==> src/rtl/sweep_classify_if.sv <==
// sweep_classify_if: control, sample stream and result bundle for the sweep classifier.
interface sweep_classify_if #(
   parameter int MAG_W = 16,
   parameter int IDX_W = 6
) ();
   logic             start;
   logic             abort;
   logic             mag_valid;
   logic [MAG_W-1:0] mag_data;
   logic             mag_ready;
   logic             busy;
   logic             done;
   logic [2:0]       filter_type;
   logic [3:0]       led;
   logic [IDX_W-1:0] peak_idx;
   logic [MAG_W-1:0] peak_mag;
   logic             err;

   modport master (
      output start, abort, mag_valid, mag_data,
      input  mag_ready, busy, done, filter_type, led, peak_idx, peak_mag, err
   );

   modport slave (
      input  start, abort, mag_valid, mag_data,
      output mag_ready, busy, done, filter_type, led, peak_idx, peak_mag, err
   );
endinterface

==> src/rtl/sweep_classify.sv <==
// sweep_classify: buffers one sweep of magnitudes, thresholds against a fraction of the peak
// and classifies the response as LP/HP/BP/BS.
module sweep_classify #(
   parameter int MAG_W   = 16,
   parameter int N_PTS   = 64,
   parameter int IDX_W   = 6,
   parameter int THR_NUM = 181
) (
   input logic clk_50m,
   input logic rst_n,
   sweep_classify_if.slave bus
);
   localparam int SC_W = IDX_W + 2;
   localparam logic [IDX_W-1:0] LAST = IDX_W'(N_PTS - 1);
   localparam logic [SC_W-1:0] N_SC = SC_W'(N_PTS);
   localparam logic [SC_W-1:0] N_SC1 = SC_W'(N_PTS + 1);

   typedef enum logic [2:0] {IDLE, COLLECT, THRESH, SCAN, DONE} state_t;

   state_t           state;
   logic [MAG_W-1:0] mem [N_PTS];
   logic [MAG_W-1:0] rdata, max_v, thr;
   logic [IDX_W-1:0] cnt, max_idx;
   logic [SC_W-1:0]  sc;
   logic [1:0]       edges;
   logic             first_pass, prev_pass, pass, accept, cls_err;
   logic [MAG_W+7:0] prod;
   logic [2:0]       cls_type;
   logic [3:0]       cls_led;

   assign accept = (state == COLLECT) && bus.mag_valid && !bus.abort;
   assign pass   = rdata >= thr;
   assign prod   = {8'd0, max_v} * (MAG_W+8)'(THR_NUM);

   always_comb begin
      cls_type = (max_v == '0)  ? 3'd0 :
                 (edges == 2'd1) ? (first_pass ? 3'd1 : 3'd2) :
                 (edges == 2'd2) ? (first_pass ? 3'd4 : 3'd3) : 3'd0;
      cls_err  = (max_v == '0) || (edges == 2'd3);
      cls_led  = (cls_type == 3'd1) ? 4'b0001 :
                 (cls_type == 3'd2) ? 4'b0010 :
                 (cls_type == 3'd3) ? 4'b0100 :
                 (cls_type == 3'd4) ? 4'b1000 : 4'b0000;
   end

   // Reset-free so the buffer maps onto a synchronous-read RAM.
   always_ff @(posedge clk_50m) begin
      if (accept) mem[cnt] <= bus.mag_data;
      rdata <= mem[sc[IDX_W-1:0]];
   end

   always_ff @(posedge clk_50m or negedge rst_n) begin
      if (!rst_n) begin
         state           <= IDLE;
         bus.mag_ready   <= 1'b0;
         bus.busy        <= 1'b0;
         bus.done        <= 1'b0;
         bus.filter_type <= 3'd0;
         bus.led         <= 4'd0;
         bus.err         <= 1'b0;
         bus.peak_idx    <= '0;
         bus.peak_mag    <= '0;
         cnt             <= '0;
         max_v           <= '0;
         max_idx         <= '0;
         thr             <= '0;
         sc              <= '0;
         edges           <= 2'd0;
         first_pass      <= 1'b0;
         prev_pass       <= 1'b0;
      end else begin
         bus.done <= 1'b0;
         if (bus.abort) begin
            state         <= IDLE;
            bus.busy      <= 1'b0;
            bus.mag_ready <= 1'b0;
         end else begin
            case (state)
               IDLE: if (bus.start) begin
                  state         <= COLLECT;
                  bus.busy      <= 1'b1;
                  bus.mag_ready <= 1'b1;
                  cnt           <= '0;
                  max_v         <= '0;
                  max_idx       <= '0;
               end
               COLLECT: if (bus.mag_valid) begin
                  cnt <= cnt + 1'b1;
                  if (bus.mag_data > max_v) begin
                     max_v   <= bus.mag_data;
                     max_idx <= cnt;
                  end
                  if (cnt == LAST) begin
                     state         <= THRESH;
                     bus.mag_ready <= 1'b0;
                  end
               end
               THRESH: begin
                  thr   <= prod[MAG_W+7:8];
                  sc    <= '0;
                  state <= SCAN;
               end
               SCAN: begin
                  sc <= sc + 1'b1;
                  // rdata holds buf[sc-1] while 1 <= sc <= N_PTS
                  if (sc != '0 && sc <= N_SC) begin
                     prev_pass <= pass;
                     if (sc == SC_W'(1)) begin
                        first_pass <= pass;
                        edges      <= 2'd0;
                     end else if (pass != prev_pass && edges != 2'd3) begin
                        edges <= edges + 2'd1;
                     end
                  end
                  if (sc == N_SC1) begin
                     state           <= DONE;
                     bus.done        <= 1'b1;
                     bus.filter_type <= cls_type;
                     bus.led         <= cls_led;
                     bus.err         <= cls_err;
                     bus.peak_idx    <= max_idx;
                     bus.peak_mag    <= max_v;
                  end
               end
               DONE: begin
                  state    <= IDLE;
                  bus.busy <= 1'b0;
               end
               default: state <= IDLE;
            endcase
         end
      end
   end
endmodule

==> src/flat_wrapper.sv <==
// flat-port wrapper written by rule: the top's interface ports become plain ports
module sweep_classify_flat 
#(
   parameter int MAG_W   = 16,
   parameter int N_PTS   = 64,
   parameter int IDX_W   = 6,
   parameter int THR_NUM = 181
)
  (clk_50m, rst_n, bus_start, bus_abort, bus_mag_valid, bus_mag_data, bus_mag_ready, bus_busy, bus_done, bus_filter_type, bus_led, bus_peak_idx, bus_peak_mag, bus_err);
  sweep_classify_if #(.MAG_W(MAG_W), .IDX_W(IDX_W)) bus_i ();
  input logic clk_50m;
  input logic rst_n;
  input wire logic [$bits(bus_i.start)-1:0] bus_start;
  input wire logic [$bits(bus_i.abort)-1:0] bus_abort;
  input wire logic [$bits(bus_i.mag_valid)-1:0] bus_mag_valid;
  input wire logic [$bits(bus_i.mag_data)-1:0] bus_mag_data;
  output wire logic [$bits(bus_i.mag_ready)-1:0] bus_mag_ready;
  output wire logic [$bits(bus_i.busy)-1:0] bus_busy;
  output wire logic [$bits(bus_i.done)-1:0] bus_done;
  output wire logic [$bits(bus_i.filter_type)-1:0] bus_filter_type;
  output wire logic [$bits(bus_i.led)-1:0] bus_led;
  output wire logic [$bits(bus_i.peak_idx)-1:0] bus_peak_idx;
  output wire logic [$bits(bus_i.peak_mag)-1:0] bus_peak_mag;
  output wire logic [$bits(bus_i.err)-1:0] bus_err;
  assign bus_i.start = bus_start;
  assign bus_i.abort = bus_abort;
  assign bus_i.mag_valid = bus_mag_valid;
  assign bus_i.mag_data = bus_mag_data;
  assign bus_mag_ready = bus_i.mag_ready;
  assign bus_busy = bus_i.busy;
  assign bus_done = bus_i.done;
  assign bus_filter_type = bus_i.filter_type;
  assign bus_led = bus_i.led;
  assign bus_peak_idx = bus_i.peak_idx;
  assign bus_peak_mag = bus_i.peak_mag;
  assign bus_err = bus_i.err;
  sweep_classify #(.MAG_W(MAG_W), .N_PTS(N_PTS), .IDX_W(IDX_W), .THR_NUM(THR_NUM)) u_core (.clk_50m(clk_50m), .rst_n(rst_n), .bus(bus_i));
endmodule
==> config.mk <==
export PLATFORM = sky130hd
export DESIGN_NAME = sweep_classify_flat
export DESIGN_NICKNAME = d
export VERILOG_FILES = /design/src/rtl/sweep_classify_if.sv /design/src/rtl/sweep_classify.sv /design/src/flat_wrapper.sv
export SDC_FILE = /design/constraint.sdc
export NUM_CORES = 2
export LEC_CHECK = 0
export BUFFER_PORTS_ARGS = -buffer_cell sky130_fd_sc_hd__buf_2
export CORE_MARGIN = 5
export CORE_UTILIZATION = 35
export DETAILED_ROUTE_END_ITERATION = 7
export GPL_TIMING_DRIVEN = 0
export PLACE_DENSITY = 0.47
export SYNTH_ARGS = -nofsm -noshare
export SYNTH_HDL_FRONTEND = slang
export SYNTH_SLANG_ARGS = --single-unit
==> constraint.sdc <==
create_clock -name clk_50m -period 6.8 [get_ports clk_50m]
set_input_delay 1.36 -clock clk_50m [delete_from_list [all_inputs] [get_ports clk_50m]]
set_output_delay 1.36 -clock clk_50m [all_outputs]
set_load 0.1 [all_outputs]
==> impl_metrics.yaml <==
logic_synthesis:
  synth_nets: 2527
  synth_cell_type_count: 58
  synthesis.area_um2: 46600
  synth.avg_cell_area_um2: 19.6
  synthArstFlopShare: 0.0813
  synthCells: 2370
  synth_seq_area_share: 0.717
  yosys_warnings: 0
  synth_edf_count: 1024
  ys_ff_latch: 1132
  yosys_most_used_dff: "edfxtp_1"
setup_path:
  critPathLaunchType: "flip-flop"
  cp.required_ns: 7.40
  arrival_ns: 5.50
  end_kind: "flip-flop"
  reg2reg_slack_ns: 1.90
  critPathKind: "flip-flop to flip-flop"
  critPathMaxFanout: 10
cts:
  cts_hold_buf: 0
  clkLatencyLatePin_ns: 0.75
  cts_resized: 0
  cts_tree: "built"
  cts_root_buf: "clkbuf_16"
  h-tree-depth: 4
  post_cts_buffers: 0
  cts.clk_slew.worst_paths_ns: 0.06
  numCtsBuffers: 130
  clkSinkCount: 1132
  cts_buffer_depth: 3
finish:
  layout-drive-gt1-share: 0.275
  fillers: 11649
  nets: 2777
  fin_util: 0.415
  syn_to_final_growth_pct: 17.4
place:
  numPortBuffers: 53
  gp_congestion: 0.786
  hpwl_mm: 87.7
  place_ws_ns: 1.89
detailed_routing:
  dr.pass1.iters: 5
  routedWlPerCell_um: 28.8
  drt-total-wl_mm: 129
  drc: 0
  drtIter0Drc: 2014
  vias: 23576
  vias_per_cell: 5.26
  detail-route-antenna-nets: 0
floorplan:
  initial_core_util: 0.353
  die_w_um: 375
  dieArea_um2: 140000
  row_count: 133
  pin_count: 54
  coreArea_um2: 132000
  die_y_um: 375
grt:
  grtUsageMet1: 0.245
  grtUsageMet3: 0.0330
  grt_pass1_vias: 24456
  grt_util_all_layers: 0.183
  met2_usage: 0.312
  gr-total-overflow: 0
  grt_max_degree: 67
  grt_pass1_wl_mm: 183
  busiest_layer: "met2"
  antenna_found_initial: 6
timing:
  finalCritPeriodShare: 0.720
  slew_viol_final: 0
  hold_viol_final: 0
  fin_tns_setup_ns: 0
  setup_viol: 0
  fin_ws_ns: 1.90
  clock.fmax_mhz: 204
  rsz0062_at_grt: "no"
  finalCriticalPeriod_ns: 4.90
  holdWs_ns: 0.475
  clock_skew_ns: 0.0258
  slew_headroom: 0.0505
  tightest_slew_ns: 1.42
power:
  leakage_uw: 0.0182
  irDropWorstVdd_v: 0.000246
  power_uw: 19800
  powerDensity_nw_per_um2: 362
  p_sw_frac: 0.296
  pwr-share-seq: 0.399
  clkPwrFrac: 0.347
  p_int_uw: 13900
  switching_power_uw: 5850
  p_comb_frac: 0.254
run_status:
  status: "finished, final reports clean"
flow_run:
  max_cap_viol_count: 0
worst_hold_path:
  hold_path_class: "flip-flop to flip-flop"
==> registers in the layout, summed over array words and instances (netlist names), 4 cells and up <==
name	cells
u_core.mem	1024
u_core.bus.peak_mag	16
u_core.max_v	16
u_core.rdata	16
u_core.thr	16
u_core.sc	8
u_core.bus.peak_idx	6
u_core.cnt	6
u_core.max_idx	6
u_core.bus.led	4
==> logic make-up (layout without fill, tap and decap cells) <==
logic type               count (synthesis)  count (layout)  synth area share
AO/OA/AOI/OAI                          176             176            0.0230
XOR/XNOR                                22              22           0.00414
adder cells (fa/ha/maj)                136             136            0.0419
buffers and inverters                  228             582            0.0204
flip-flops                            1132            1132             0.717
multiplexers                           354             354             0.162
other                                    0               2                 0
AND/OR/NAND/NOR                        322             322            0.0317
==> area by class of cell <==
| type | count | area, um2 | area share |
|---|---|---|---|
| diodes | 2 | 5.00 | 0.0000916 |
| plain buffers | 111 | 509 | 0.00932 |
| multi-input cells | 1010 | 12400 | 0.227 |
| clock buffers | 157 | 3440 | 0.0629 |
| clock inverters | 79 | 743 | 0.0136 |
| inverters | 117 | 439 | 0.00804 |
| well taps | 1755 | 2200 | 0.0402 |
| flip-flops and latches | 1132 | 33400 | 0.611 |
| repair buffers | 118 | 1540 | 0.0282 |
==> power by group through the flow <==
stage	clock, uW	combinational, uW	sequential, uW
after global routing	7330	5580	7900
after CTS	7030	5130	7890
after detailed placement	0	5100	8030
after global placement	0	5060	8030
after floorplan	0	3460	8000
final	6850	5010	7880
==> worst paths after layout <==
check,startpoint,end,cells after the start
min reg2reg,u_core.bus.led[1],u_core.bus.led[1],2
min,u_core.bus.led[1],u_core.bus.led[1],2
max reg2reg,u_core.sc[1],u_core.bus.peak_idx[3],11
max in group asynchronous,rst_n,u_core.sc[0],2
max,u_core.sc[1],u_core.bus.peak_idx[3],11
min in group asynchronous,rst_n,u_core.bus.peak_mag[14],1
==> placed cells by master, fill, tap and decap left out, drive strengths merged, types with 6 or more instances in the layout <==
cell type and count:
xor2 16, nand3 15, nand2b 7, clkbuf 212, nor2b 22, o31ai 9, a21o 13, nand2 126
nor2 92, buf 174, a21oi 39, nor4 7, nand4 13, edfxtp 1024, dfxtp 16, bufinv 11
mux2i 32, a31oi 12, clkinv 55, mux4 320, inv 125, dfrtp 92, ha 103, o21ai 63
a211oi 17, xnor2 6, or3 7, fa 33
==> cell usage after synthesis (13+ instances only) <==
cell type	n	area [um2]
nand3_1	15	75.1
mux2i_1	32	320
buf_2	35	175
o21ai_0	61	305
fa_1	33	661
a21oi_1	39	195
nand4_1	13	81.3
a21o_1	13	97.6
ha_1	103	1290
a211oi_1	17	128
mux4_2	320	7210
clkbuf_1	55	206
dfrtp_1	92	2300
nor2b_1	22	138
nand2_1	126	473
nor2_1	92	345
xor2_1	16	140
edfxtp_1	1024	30700
inv_1	115	432
dfxtp_1	16	320
==> worst max-delay path, cell delays in order, from the launching register on <==
cell,delay [ns]
dfrtp_1,0.36
clkbuf_1,0.43
clkbuf_1,0.58
clkbuf_1,0.66
buf_2,0.46
clkinv_1,0.43
ha_1,0.36
nand4_1,0.15
or2_1,0.28
clkbuf_1,0.36
clkbuf_1,0.47
o21ai_0,0.18
==> routing by layer <==
metal	wire (um)	part of all wire	vias to the layer above
met3	7150	0.055	153
met5	0	0	-
met4	2740	0.021	0
li1	-	-	10047
met1	53700	0.42	12715
met2	65300	0.51	661
==> stage by stage <==
step	area [um2]	std cells
2_1_floorplan	46600	2370
3_3_place_gp	49000	4178
3_5_place_dp	50400	4243
4_1_cts	54600	4479
5_1_grt	54600	4479
6_report	54600	4481
Note: power is estimated with default switching activity, not from simulation.
